===== config.mk =====
export PLATFORM = sky130hd
export DESIGN_NAME = vga_timing_gen
export DESIGN_NICKNAME = d
export VERILOG_FILES = /design/src/rtl/vga_timing_gen.sv
export SDC_FILE = /design/constraint.sdc
export NUM_CORES = 1
export LEC_CHECK = 0
export CORE_AREA = 2 2 66 68
export CTS_CLUSTER_SIZE = 28
export DETAILED_ROUTE_END_ITERATION = 8
export DIE_AREA = 0 0 68 70
export GPL_ROUTABILITY_DRIVEN = 0
export PLACE_DENSITY_LB_ADDON = 0.3
export REMOVE_ABC_BUFFERS = 1
export SLEW_MARGIN = 20
export SYNTH_ARGS = -nofsm -noshare
export SYNTH_HDL_FRONTEND = slang
export SYNTH_SLANG_ARGS = --single-unit

===== constraint.sdc =====
create_clock -name clk -period 4.9 [get_ports clk]
set_clock_uncertainty 0.15 [all_clocks]
set_input_delay 0.98 -clock clk [delete_from_list [all_inputs] [get_ports clk]]
set_output_delay 0.98 -clock clk [all_outputs]
set_load 0.02 [all_outputs]

===== src/rtl/vga_timing_gen.sv =====
// Raster timing generator: pixel coordinates, syncs, active-area flag, line/frame strobes, frame counter.
// Latency: every output is registered and changes on the same clk edge as the pix_en advance that causes it.
// Backpressure: none; pix_en=0 freezes counters and levels, while pending strobes still clear after one clk.
module vga_timing_gen #(
    parameter int H_DISPLAY   = 640,
    parameter int H_FRONT     = 16,
    parameter int H_SYNC      = 96,
    parameter int H_BACK      = 48,
    parameter int V_DISPLAY   = 480,
    parameter int V_FRONT     = 10,
    parameter int V_SYNC      = 2,
    parameter int V_BACK      = 33,
    parameter bit SYNC_ACTIVE = 1'b0
) (
    input  logic       clk,
    input  logic       rst_n,
    input  logic       pix_en,
    output logic [9:0] hpos,
    output logic [9:0] vpos,
    output logic       hsync,
    output logic       vsync,
    output logic       visible,
    output logic       line_start,
    output logic       frame_start,
    output logic [9:0] frame_count
);

    localparam int H_TOTAL = H_DISPLAY + H_FRONT + H_SYNC + H_BACK;
    localparam int V_TOTAL = V_DISPLAY + V_FRONT + V_SYNC + V_BACK;

    localparam logic [9:0] H_MAX      = 10'(H_TOTAL - 1);
    localparam logic [9:0] V_MAX      = 10'(V_TOTAL - 1);
    localparam logic [9:0] H_VIS_END  = 10'(H_DISPLAY);
    localparam logic [9:0] V_VIS_END  = 10'(V_DISPLAY);
    localparam logic [9:0] HS_START   = 10'(H_DISPLAY + H_FRONT);
    localparam logic [9:0] HS_END     = 10'(H_DISPLAY + H_FRONT + H_SYNC);
    localparam logic [9:0] VS_START   = 10'(V_DISPLAY + V_FRONT);
    localparam logic [9:0] VS_END     = 10'(V_DISPLAY + V_FRONT + V_SYNC);

    logic [9:0] h_nxt;
    logic [9:0] v_nxt;
    logic       hsync_nxt;
    logic       vsync_nxt;
    logic       visible_nxt;
    logic       at_line_start;
    logic       at_frame_start;

    // Levels are derived from the next counter values so they register alongside hpos/vpos.
    always_comb begin
        h_nxt = hpos + 10'd1;
        v_nxt = vpos;
        if (hpos == H_MAX) begin
            h_nxt = '0;
            v_nxt = (vpos == V_MAX) ? '0 : vpos + 10'd1;
        end
        hsync_nxt      = ((h_nxt >= HS_START) && (h_nxt < HS_END)) ? SYNC_ACTIVE : ~SYNC_ACTIVE;
        vsync_nxt      = ((v_nxt >= VS_START) && (v_nxt < VS_END)) ? SYNC_ACTIVE : ~SYNC_ACTIVE;
        visible_nxt    = (h_nxt < H_VIS_END) && (v_nxt < V_VIS_END);
        at_line_start  = (h_nxt == '0);
        at_frame_start = (h_nxt == '0) && (v_nxt == '0);
    end

    always_ff @(posedge clk or negedge rst_n) begin
        if (!rst_n) begin
            hpos        <= H_MAX;
            vpos        <= V_MAX;
            hsync       <= ~SYNC_ACTIVE;
            vsync       <= ~SYNC_ACTIVE;
            visible     <= 1'b0;
            line_start  <= 1'b0;
            frame_start <= 1'b0;
            frame_count <= '0;
        end else if (pix_en) begin
            hpos        <= h_nxt;
            vpos        <= v_nxt;
            hsync       <= hsync_nxt;
            vsync       <= vsync_nxt;
            visible     <= visible_nxt;
            line_start  <= at_line_start;
            frame_start <= at_frame_start;
            if (at_frame_start) begin
                frame_count <= frame_count + 10'd1;
            end
        end else begin
            line_start  <= 1'b0;
            frame_start <= 1'b0;
        end
    end

endmodule

Word level (Yosys, flattened, before mapping)
Cells that the tools add are included.

Register bits after elaboration: 35. Bits of input ports: 3. Output and inout port bits: 35.

$add $sub $neg: 3. $lt $le $gt $ge: 6. Equality and inequality tests: 2. Mux-type cells: 7. Reductions and logical operators: 7.

Operators with widths (number): $add 10x1->10 const B (3); $mux 10 (3); $eq 10x10->1 const B (2); $logic_not 10->1 (2); $lt 10x10->1 const B (2); $lt 10x9->1 const B (2); $ge 10x10->1 const B (1); $ge 10x9->1 const B (1); $logic_and 1x1->1 (4); $mux 1 (4); $reduce_and 2->1 (1).

Logic depth before layout (Yosys ltp)
Gate-level depths: netlist of the first run.

Word-level depth: 6. Gate-level depth with buffers: 10.

Least setup slack after synthesis of the first run
Ideal clock, no wire load.

Kind: flip-flop to flip-flop. Start: register hpos[0]. End: register frame_count[8]. Setup time: 0.129 ns. Arrival: 2.945 ns. Path slack: 1.676 ns. Cell stages (with the launch flop): 10. Period minus slack after synthesis: 3.224 ns. Cell sequence: dfstp_2 -> ha_1 -> nand4_1 -> or3_4 -> a211o_1 -> a211oi_2 -> nor4b_4 -> nand3_4 -> or3_1 -> xnor2_1.

Longest elaborated chain between the ends: 5. Elaborated cells between the ends (all ways): 8. Classes of those cells: add/sub: 1; eq/ne: 1; mux: 2; reduce/logical: 4.

RTL lines: start: declaration (RTL line 18) `output logic [9:0] hpos,`; start signal: assignment (RTL line 74) `hpos <= h_nxt;`; $add 10x1->10 / $eq 10x10->1 (equally long branches) (RTL line 50, 52); $mux 10 (RTL line 52) `if (hpos == H_MAX) begin`; $logic_not 10->1 (RTL line 60) `at_frame_start = (h_nxt == '0) && (v_nxt == '0);`; $logic_and 1x1->1 * (RTL line 60); $reduce_and 2->1 (no line) *; end signal: assignment (RTL line 82) `frame_count <= frame_count + 10'd1;`; end: declaration (RTL line 25) `output logic [9:0] frame_count`.

Every way passes the cells marked *; elsewhere a longest branch is shown, timed or not. A chain may end at the register's enable or synchronous reset.

Worst setup path after layout of the first run
Ends and elaborated chain as after synthesis.

==> results of run 1 <==
## power by group through the flow
stage | Combinational (mW) | Clock, mW | Sequential, mW
4_1_cts | 0.290 | 0.210 | 0.405
3_3_place_gp | 0.285 | 0 | 0.409
3_5_place_dp | 0.288 | 0 | 0.410
2_1_floorplan | 0.141 | 0 | 0.439
6_report | 0.288 | 0.205 | 0.406
5_1_grt | 0.313 | 0.221 | 0.418
## registers in the layout, summed over array words and instances (netlist names)
register and flops:
frame_count 10, hpos 10, vpos 10, frame_start 1, hsync 1, line_start 1, visible 1, vsync 1
## stage by stage
step	power (mW)	setup slack [ns]	hold slack (ns)
after CTS	0.9049	1.431	0.3217
after detailed placement	0.6975	1.435	0.3123
final	0.8993	1.427	0.3207
after global placement	0.6939	1.540	0.3065
after global routing	0.9517	1.159	0.3279
after floorplan	0.5798	1.624	0.3661
## synthesized netlist by cell type, types with 2 or more instances
| library cell | instances |
|---|---|
| nor2_1 | 16 |
| mux2_2 | 3 |
| nand2_1 | 23 |
| a31oi_1 | 3 |
| clkbuf_1 | 2 |
| nor3_1 | 14 |
| a21oi_1 | 8 |
| nand3_1 | 17 |
| inv_1 | 8 |
| a41oi_1 | 2 |
| nand4_1 | 10 |
| dfstp_2 | 12 |
| ha_1 | 5 |
| dfrtp_1 | 23 |
| a311oi_1 | 2 |
| nor2b_1 | 4 |
| nor4_1 | 2 |
| o21ai_0 | 14 |
| o31ai_1 | 4 |
| clkbuf_8 | 4 |
| and2_1 | 2 |
| xor2_1 | 9 |
| or3_1 | 3 |
| o21a_1 | 2 |
| o211ai_1 | 2 |
| a22oi_1 | 2 |
| xnor2_1 | 11 |
## layer usage
layer,up-vias,wire [um],global-route usage (%)
met3,7,223,5.636
met1,905,2165,31.00
met4,0,59,6.889
met2,53,2155,31.07
li1,935,-,-
met5,-,0,0
## layout make-up
class                      instances  area, sq um
clock buffer                       6        72.57
tap                               52        65.06
clock inverter                     2        12.51
sequential                        35        890.9
inverter                           8        30.03
multi-input combinational        184         1197
timing repair buffer              39        385.4
fill                             380         1490
## worst paths after layout
| path | from | end | cells past startpoint |
|---|---|---|---|
| worst max register to register | hpos[0]$_DFFE_PN1P_ | frame_count[8]$_DFFE_PN0P_ | 9 |
| worst min-delay path | frame_count[9]$_DFFE_PN0P_ | frame_count[9]$_DFFE_PN0P_ | 1 |
| worst max-delay path | hpos[0]$_DFFE_PN1P_ | frame_count[8]$_DFFE_PN0P_ | 9 |
| min in group asynchronous | rst_n | vpos[4]$_DFFE_PN0P_ | 2 |
| max in group asynchronous | rst_n | hpos[3]$_DFFE_PN1P_ | 2 |
| worst min register to register | frame_count[9]$_DFFE_PN0P_ | frame_count[9]$_DFFE_PN0P_ | 1 |
## cell families (layout without fill, tap and decap cells)
group	Yosys count	in the layout	share of synthesized area, %
xor+xnor	20	20	7.856
mux	4	4	1.964
fa+ha+maj	5	5	2.806
compound gates	46	46	13.69
simple gates	109	109	27.39
buf+inv	17	55	6.341
flops	35	35	39.95
==> out/qor.yml, run 1 <==
power:
  p_clk_share_pct: 22.8
  p_sw_mw: 0.3264
  comb_power_share_pct: 32.0
  cellPowerDensity_nw_per_um2: 338.9
  power_frac_seq_pct: 45.2
  vdd_drop_max_mv: 0.2830
  p_int_mw: 0.5729
  swShare_pct: 36.30
  p_leak_nw: 1.037
sta:
  final-setup-viol-count: 0
  period_share_pct: 70.88
  fin_crit_ns: 3.473
  worst_pin_slew_ns: 1.072
  rsz0062_at_grt: "false"
  max_slew_margin_pct: 27.62
  fmax_mhz: 287.9
  tns_ns: 0
  drv_slew: 0
  report.final.hold_viol_count: 0
floorplan:
  die_height_um: 70
  die_area_sq_um: 4760
  core_sq_um: 4144
  ioPinCount: 38
  start_util_pct: 53.80
  rows: 24
  die_w_um: 68
worst_setup_path:
  slowest_delay_ns: 0.59
  critPathBufInv: 0
  critical_path.max_fanout: 12
  arrival_ns: 3.50
  cp-end-kind: "register"
  crit_path_start_kind: "register"
  cp_slowest_cell: "dfstp_2"
  reg2reg_slack_ns: 1.43
  crit_type: "reg2reg"
  crit_chain: "ha_1 > nand4_1 > or3_4 > a211o_1 > a211oi_2 > nor4b_4 > nand3_4 > or3_1 > xnor2_1"
  path_delay_family: "simple AND/OR/NAND/NOR gates"
  cp.required_ns: 4.93
yosys:
  synth_edf_count: 0
  synth.cell_area_sq_um: 2230
  syn_area_per_cell_sq_um: 9.448
  ys.flop_type: "dfrtp_1"
  yosys-top-cells-area: "dfrtp_1, dfstp_2, xnor2_1"
  synth.yosys.seq_area_share_pct: 39.96
  synth_top_area_share_pct: 25.81
  yosysTopAreaCell: "dfrtp_1"
  synthArstFlopShare_pct: 100.0
  yosysWarnings: 0
  synth-seq-cells: 35
  synthCells: 236
  ys_types: 56
finish:
  final_nets: 281
  layout_commonest_cell: "clkdlybuf4s50_1"
  area_growth_syn_to_layout_pct: 19.02
  fin_util_pct: 64.04
  layout_common_cells: "clkdlybuf4s50_1, nand2_1, dfrtp_1"
  drive_above_1_share_pct: 13.50
  antenna_cells: 0
  stdcell_count: 326
  design_area_sq_um: 2654
routing:
  wl_per_cell_um: 14.12
  drt_first_pass_iters: 4
  routed_via_density: 5.828
  drc: 0
  ant_nets: 0
  vias: 1900
  drtIter0Drc: 114
  wl_um: 4603
global_route:
  grt_pass1_wl_um: 7803
  gr-usage-all-layers_pct: 21.44
  grt_max_degree: 36
  grt.overflow.total: 0
  grt_pass1_vias: 1662
  antenna_found_initial: 0
run_status:
  outcome: "finished, final reports clean"
cts:
  cts-root-buf: "clkbuf_8"
  clk_pin_slew_ns: 0.07
  clock_latency_ns: 0.29
  htreeDepth: 2
  ctsHoldBuffers: 0
  cts_resized: 0
  cts_made_buffers: 5
  clk_path_buf_depth: 2
  cts.sinks: 35
  cts_tree: "done"
  postCtsSetupBuffers: 0
flow_run:
  maxCapViolations: 0
placed_design:
  dp_hpwl_um: 3382
  postPlaceCellArea_sq_um: 2569
  dp_cells: 318
  io_buffers: 37
hold_path:
  hold_class: "reg2reg"
Note: power is estimated with default switching activity, not from simulation.
==> inputs of run 2 (changes only) <==
CORE_AREA = 2 2 72 74   (was 2 2 66 68)
DIE_AREA = 0 0 74 76   (was 0 0 68 70)
clock period = 3 ns   (was 4.9 ns; I/O delays follow)
==> out/qor.yml, run 2 (synthesis results as in run 1) <==
run_status:
  outcome: "finished, final reports clean"
flow_run:
  maxCapViolations: 0
cts:
  clk_path_buf_depth: 2
  ctsHoldBuffers: 0
  cts_tree: "done"
  cts-root-buf: "clkbuf_8"
  cts_made_buffers: 5
  cts.sinks: 35
  htreeDepth: 2
  clock_latency_ns: 0.29
  clk_pin_slew_ns: 0.07
finish:
  layout_common_cells: "clkdlybuf4s50_1, buf_4, nand2_1, dfrtp_1, nand3_1"
  drive_above_1_share_pct: 25.24
  area_growth_syn_to_layout_pct: 33.56
  top_regs: "frame_count x10, hpos x10, vpos x10"
  final_nets: 316
  antenna_cells: 0
  n_fill_cell: 431
routing:
  vias: 2029
  wl_um: 5227
  drtIter0Drc: 144
  wl_met2_um: 2551
  ant_nets: 0
  drt_first_pass_iters: 4
  wl_per_cell_um: 13.79
  top_layer: "met4"
  drc: 0
  met3_length_um: 213
  wl_met1_um: 2382
  routed_via_density: 5.354
floorplan:
  die_height_um: 76
  rows: 26
  die_area_sq_um: 5624
  core_sq_um: 4912
  die_w_um: 74
  start_util_pct: 45.39
  ioPinCount: 38
global_route:
  grt_max_degree: 36
  grt_pass1_vias: 1959
  antenna_found_initial: 0
  gr-usage-all-layers_pct: 20.05
  grt_pass1_wl_um: 8928
  grt.overflow.total: 0
placed_design:
  io_buffers: 37
  dp_hpwl_um: 3891
sta:
  report.final.hold_viol_count: 0
  tns_ns: 0
  rsz0062_at_grt: "true"
  fin_crit_ns: 2.966
  worst_pin_slew_ns: 0.4365
  period_share_pct: 98.88
  drv_slew: 0
  fmax_mhz: 337.1
  max_slew_margin_pct: 70.90
  whs_ns: 0.3246
  final-setup-viol-count: 0
worst_setup_path:
  arrival_ns: 3.00
  critical_path.max_fanout: 6
  reg2reg_depth: 8
  reg2reg_slack_ns: 0.03
  r2r-end: "frame_count[8]$_DFFE_PN0P_"
  crit_type: "reg2reg"
  crit_path_start_kind: "register"
  cp.required_ns: 3.03
  worstReg2RegStart: "hpos[8]$_DFFE_PN1P_"
  cp-end-kind: "register"
power:
  cellPowerDensity_nw_per_um2: 538.4
  vdd_drop_max_mv: 0.4646
  p_leak_nw: 1.229
hold_path:
  hold-path-cell-count: 1
  min-delay-start: "frame_count[9]$_DFFE_PN0P_"
  hold_class: "reg2reg"
  hold_end: "frame_count[9]$_DFFE_PN0P_"
run 2: routing by layer:
layer / track usage, % / vias to the layer above
met2: 32.23 / 52
li1: - / 1004
met1: 26.53 / 965
met4: 7.091 / 0
met5: 0 / -
met3: 3.968 / 8
run 2: cell type report:
type	count	area [sq um]	share of cell area [%]
multi-input cells	184	1232	41.39
clock inverters	3	20.02	0.6723
flip-flops and latches	35	890.9	29.92
clock buffers	5	68.82	2.311
repair buffers	74	648.1	21.76
inverters	8	30.03	1.008
well taps	70	87.58	2.941
run 2: repair_timing:
action                     in CTS  in global routing
gates resized for setup         1                  7
cloned                          0                  0
setup buffers                   0                  2
pin swaps                       1                  1
setup endpoints to repair       2                  3
run 2: through the flow:
| stage | utilization, % | std cells | setup WS [ns] | area [sq um] | total power [mW] |
|---|---|---|---|---|---|
| 2_1_floorplan | - | 227 | -0.2763 | 2118 | 0.9471 |
| 3_3_place_gp | 57.79 | 369 | 0.04028 | 2839 | 1.244 |
| 3_5_place_dp | 57.79 | 369 | -0.006998 | 2839 | 1.255 |
| 4_1_cts | 59.70 | 377 | 0.01983 | 2933 | 1.607 |
| 5_1_grt | 60.62 | 379 | -0.04890 | 2978 | 1.699 |
| 6_report | 60.62 | 379 | 0.03367 | 2978 | 1.603 |
run 2: worst max-delay path: stages, from the launching register on:
cell and delay [ns]:
dfstp_2 0.53, or3b_4 0.37, or3_4 0.36, a211o_1 0.25, a211oi_2 0.26, nor4b_4 0.32, nand3_4 0.15, or3_4 0.35
xnor2_1 0.13
run 2: worst max-delay path by stage:
stage,slack [ns],end,startpoint
2_1_floorplan,-0.28,frame_count[8]$_DFFE_PN0P_,hpos[0]$_DFFE_PN1P_
3_3_place_gp,0.04,frame_count[8]$_DFFE_PN0P_,hpos[8]$_DFFE_PN1P_
3_5_place_dp,-0.007,frame_count[8]$_DFFE_PN0P_,hpos[0]$_DFFE_PN1P_
4_1_cts,0.02,frame_count[8]$_DFFE_PN0P_,hpos[8]$_DFFE_PN1P_
5_1_grt,-0.05,frame_count[8]$_DFFE_PN0P_,hpos[8]$_DFFE_PN1P_
6_report,0.03,frame_count[8]$_DFFE_PN0P_,hpos[8]$_DFFE_PN1P_
run 2: where the power goes:
| part | internal (mW) | switching [mW] | total, mW |
|---|---|---|---|
| clock | 0.161 | 0.182 | 0.344 |
| sequential | 0.554 | 0.0312 | 0.586 |
| combinational | 0.309 | 0.365 | 0.674 |
==> variant: new RTL, settings of run 2 <==
Change the parameter `SYNC_ACTIVE` from 1'b0 to 1'b1.
--- a/src/rtl/vga_timing_gen.sv
+++ b/src/rtl/vga_timing_gen.sv
@@ -12,3 +12,3 @@
     parameter int V_BACK      = 33,
-    parameter bit SYNC_ACTIVE = 1'b0
+    parameter bit SYNC_ACTIVE = 1'b1
 ) (
Function: changed (Yosys sat finds a counterexample within 4 cycles, from zero or initial values and one cycle with rst_n low).
==> variant against run 2 <==
Setup slack improved by 0.042 ns; final area fell by 1.1%; critical path depth rose by 1; wire length rose by 7.7%; hold slack improved by 0.0023 ns; synthesized area rose by 2.6%; sequential cell count did not move; sequential power rose by 4.8%; critical path type unchanged; sequential share of layout area rose by 0.26 points; non-clock buffer count fell by 20; total power fell by 16%; final cell count fell by 4.5%.
==> variant: results <==
<?xml version="1.0" encoding="UTF-8"?>
<metrics>
  <group name="synthesis">
    <metric name="synth_warnings" unit="">0</metric>
    <metric name="synth.avg_cell_area" unit="um2">9.223</metric>
    <metric name="ys_types" unit="">59</metric>
    <metric name="async_flop_share" unit="%">100.0</metric>
    <metric name="synthTopCellsByArea" unit="">sky130_fd_sc_hd__dfrtp_1 (27%), sky130_fd_sc_hd__dfstp_2 (11%), sky130_fd_sc_hd__nand3_1 (4.8%)</metric>
    <metric name="dominantRegCellSynth" unit="">sky130_fd_sc_hd__dfrtp_1</metric>
    <metric name="post_synth_most_frequent_cells" unit="">sky130_fd_sc_hd__dfrtp_1 (25), sky130_fd_sc_hd__nand2_1 (24), sky130_fd_sc_hd__nand3_1 (22)</metric>
    <metric name="yosysSeqAreaShare" unit="%">38.84</metric>
  </group>
  <group name="clock_tree">
    <metric name="cts_inserted_buffers" unit="">5</metric>
    <metric name="clk_transition_reported_paths" unit="ns">0.08</metric>
    <metric name="ctsHtreeMaxLevel" unit="">2</metric>
    <metric name="tritoncts" unit="">yes</metric>
    <metric name="clock_tree.buffer_depth" unit="">2</metric>
    <metric name="clk_root_buf" unit="">sky130_fd_sc_hd__clkbuf_8</metric>
  </group>
  <group name="cells_and_area">
    <metric name="stdcell_count" unit="">362</metric>
    <metric name="postLayoutCoreUtil" unit="%">59.93</metric>
    <metric name="fill_cells" unit="">433</metric>
    <metric name="nets" unit="">299</metric>
    <metric name="final_layout_size_suffix_gt1_share" unit="%">20.55</metric>
  </group>
  <group name="status">
    <metric name="outcome" unit="">finished, final reports clean</metric>
  </group>
  <group name="pwr">
    <metric name="power.static_leakage" unit="uW">0.001208</metric>
    <metric name="vdd_ir_drop_max" unit="mV">0.3991</metric>
  </group>
  <group name="global_route">
    <metric name="number_of_antenna_violations_at_the_first_check_in_global_routing" unit="">0</metric>
    <metric name="grt_use_total" unit="%">20.42</metric>
    <metric name="grt_pass1_vias" unit="">1938</metric>
    <metric name="grt_pass1_wl" unit="mm">9.218</metric>
  </group>
  <group name="worst_setup_path">
    <metric name="worst_ep_arrival_time" unit="ns">2.99</metric>
    <metric name="path_max_fanout" unit="">8</metric>
  </group>
  <group name="placement">
    <metric name="place_ws" unit="ns">0.01690</metric>
    <metric name="port_buffers" unit="">37</metric>
    <metric name="detailedPlacementHpwl" unit="mm">3.780</metric>
    <metric name="dpl_cell_area" unit="um2">2751</metric>
    <metric name="placedCellCount" unit="">351</metric>
  </group>
  <group name="detailed_routing">
    <metric name="viasPerCell" unit="">5.680</metric>
    <metric name="drtAntennaViolNets" unit="">0</metric>
    <metric name="dr.first_iter.drc_count" unit="">149</metric>
    <metric name="dr.pass1.iters" unit="">4</metric>
    <metric name="drt-wirelength-per-cell" unit="um">15.55</metric>
  </group>
  <group name="hold_path">
    <metric name="kind_of_path_behind_the_tightest_hold_check" unit="">reg -&gt; reg</metric>
  </group>
  <group name="timing">
    <metric name="tightest_slew" unit="ns">0.4654</metric>
  </group>
</metrics>
==> variant: final cells by class <==
| class | instances | share of cell area [%] |
|---|---|---|
| clock buffers | 5 | 2.337 |
| clock inverters | 3 | 0.5100 |
| inverters | 10 | 1.275 |
| multi-input cells | 185 | 45.81 |
| flip-flops and latches | 35 | 30.17 |
| well taps | 70 | 2.975 |
| repair buffers | 54 | 16.91 |
==> variant: per-layer routing <==
| metal | vias to the layer above | wire, um | global-route usage, % |
|---|---|---|---|
| li1 | 988 | - | - |
| met3 | 6 | 278 | 3.571 |
| met5 | - | 0 | 0 |
| met1 | 994 | 2456 | 28.10 |
| met4 | 0 | 51 | 6.182 |
| met2 | 68 | 2843 | 32.50 |
==> variant: report_power, final <==
part,internal (uW),total (uW),switching [uW]
clock network,159,334,175
registers,540,614,74.9
logic,191,402,211
==> variant: worst max-delay path, cell delays in order (launching register included) <==
cell	delay [ns]
sky130_fd_sc_hd__dfstp_2	0.59
sky130_fd_sc_hd__ha_4	0.14
sky130_fd_sc_hd__buf_4	0.12
sky130_fd_sc_hd__nand4_1	0.17
sky130_fd_sc_hd__o41ai_2	0.40
sky130_fd_sc_hd__a211oi_2	0.13
sky130_fd_sc_hd__nand2b_4	0.17
sky130_fd_sc_hd__or4_4	0.59
sky130_fd_sc_hd__nor3_2	0.23
sky130_fd_sc_hd__xor2_1	0.15
==> variant: worst paths after layout <==
| check | startpoint | end | slack, ns | depth (start not counted) |
|---|---|---|---|---|
| max in group asynchronous | rst_n | hpos[2]$_DFFE_PN1P_ | 1.77 | 2 |
| worst max register to register | hpos[1]$_DFFE_PN1P_ | frame_count[4]$_DFFE_PN0P_ | 0.08 | 9 |
| worst min register to register | frame_count[9]$_DFFE_PN0P_ | frame_count[9]$_DFFE_PN0P_ | 0.33 | 1 |
| min in group asynchronous | rst_n | frame_count[5]$_DFFE_PN0P_ | 0.58 | 2 |
| worst min-delay path | frame_count[9]$_DFFE_PN0P_ | frame_count[9]$_DFFE_PN0P_ | 0.33 | 1 |
| worst max-delay path | hpos[1]$_DFFE_PN1P_ | frame_count[4]$_DFFE_PN0P_ | 0.08 | 9 |
==> variant: logic make-up after synthesis <==
kind of cell	Yosys count	synth area share (%)
and+or+nand+nor	101	26.26
DFF	35	38.84
muxes	5	2.352
xor gates and xnor gates	21	8.041
adders and majority gates	5	2.735
buffers and inverters	28	5.963
AOI/OAI and AO/OA	53	15.81
==> variant: timing repair <==
action	CTS	global route
setup endpoints to repair	0	10
resized for setup	0	16
buffers inserted	0	3
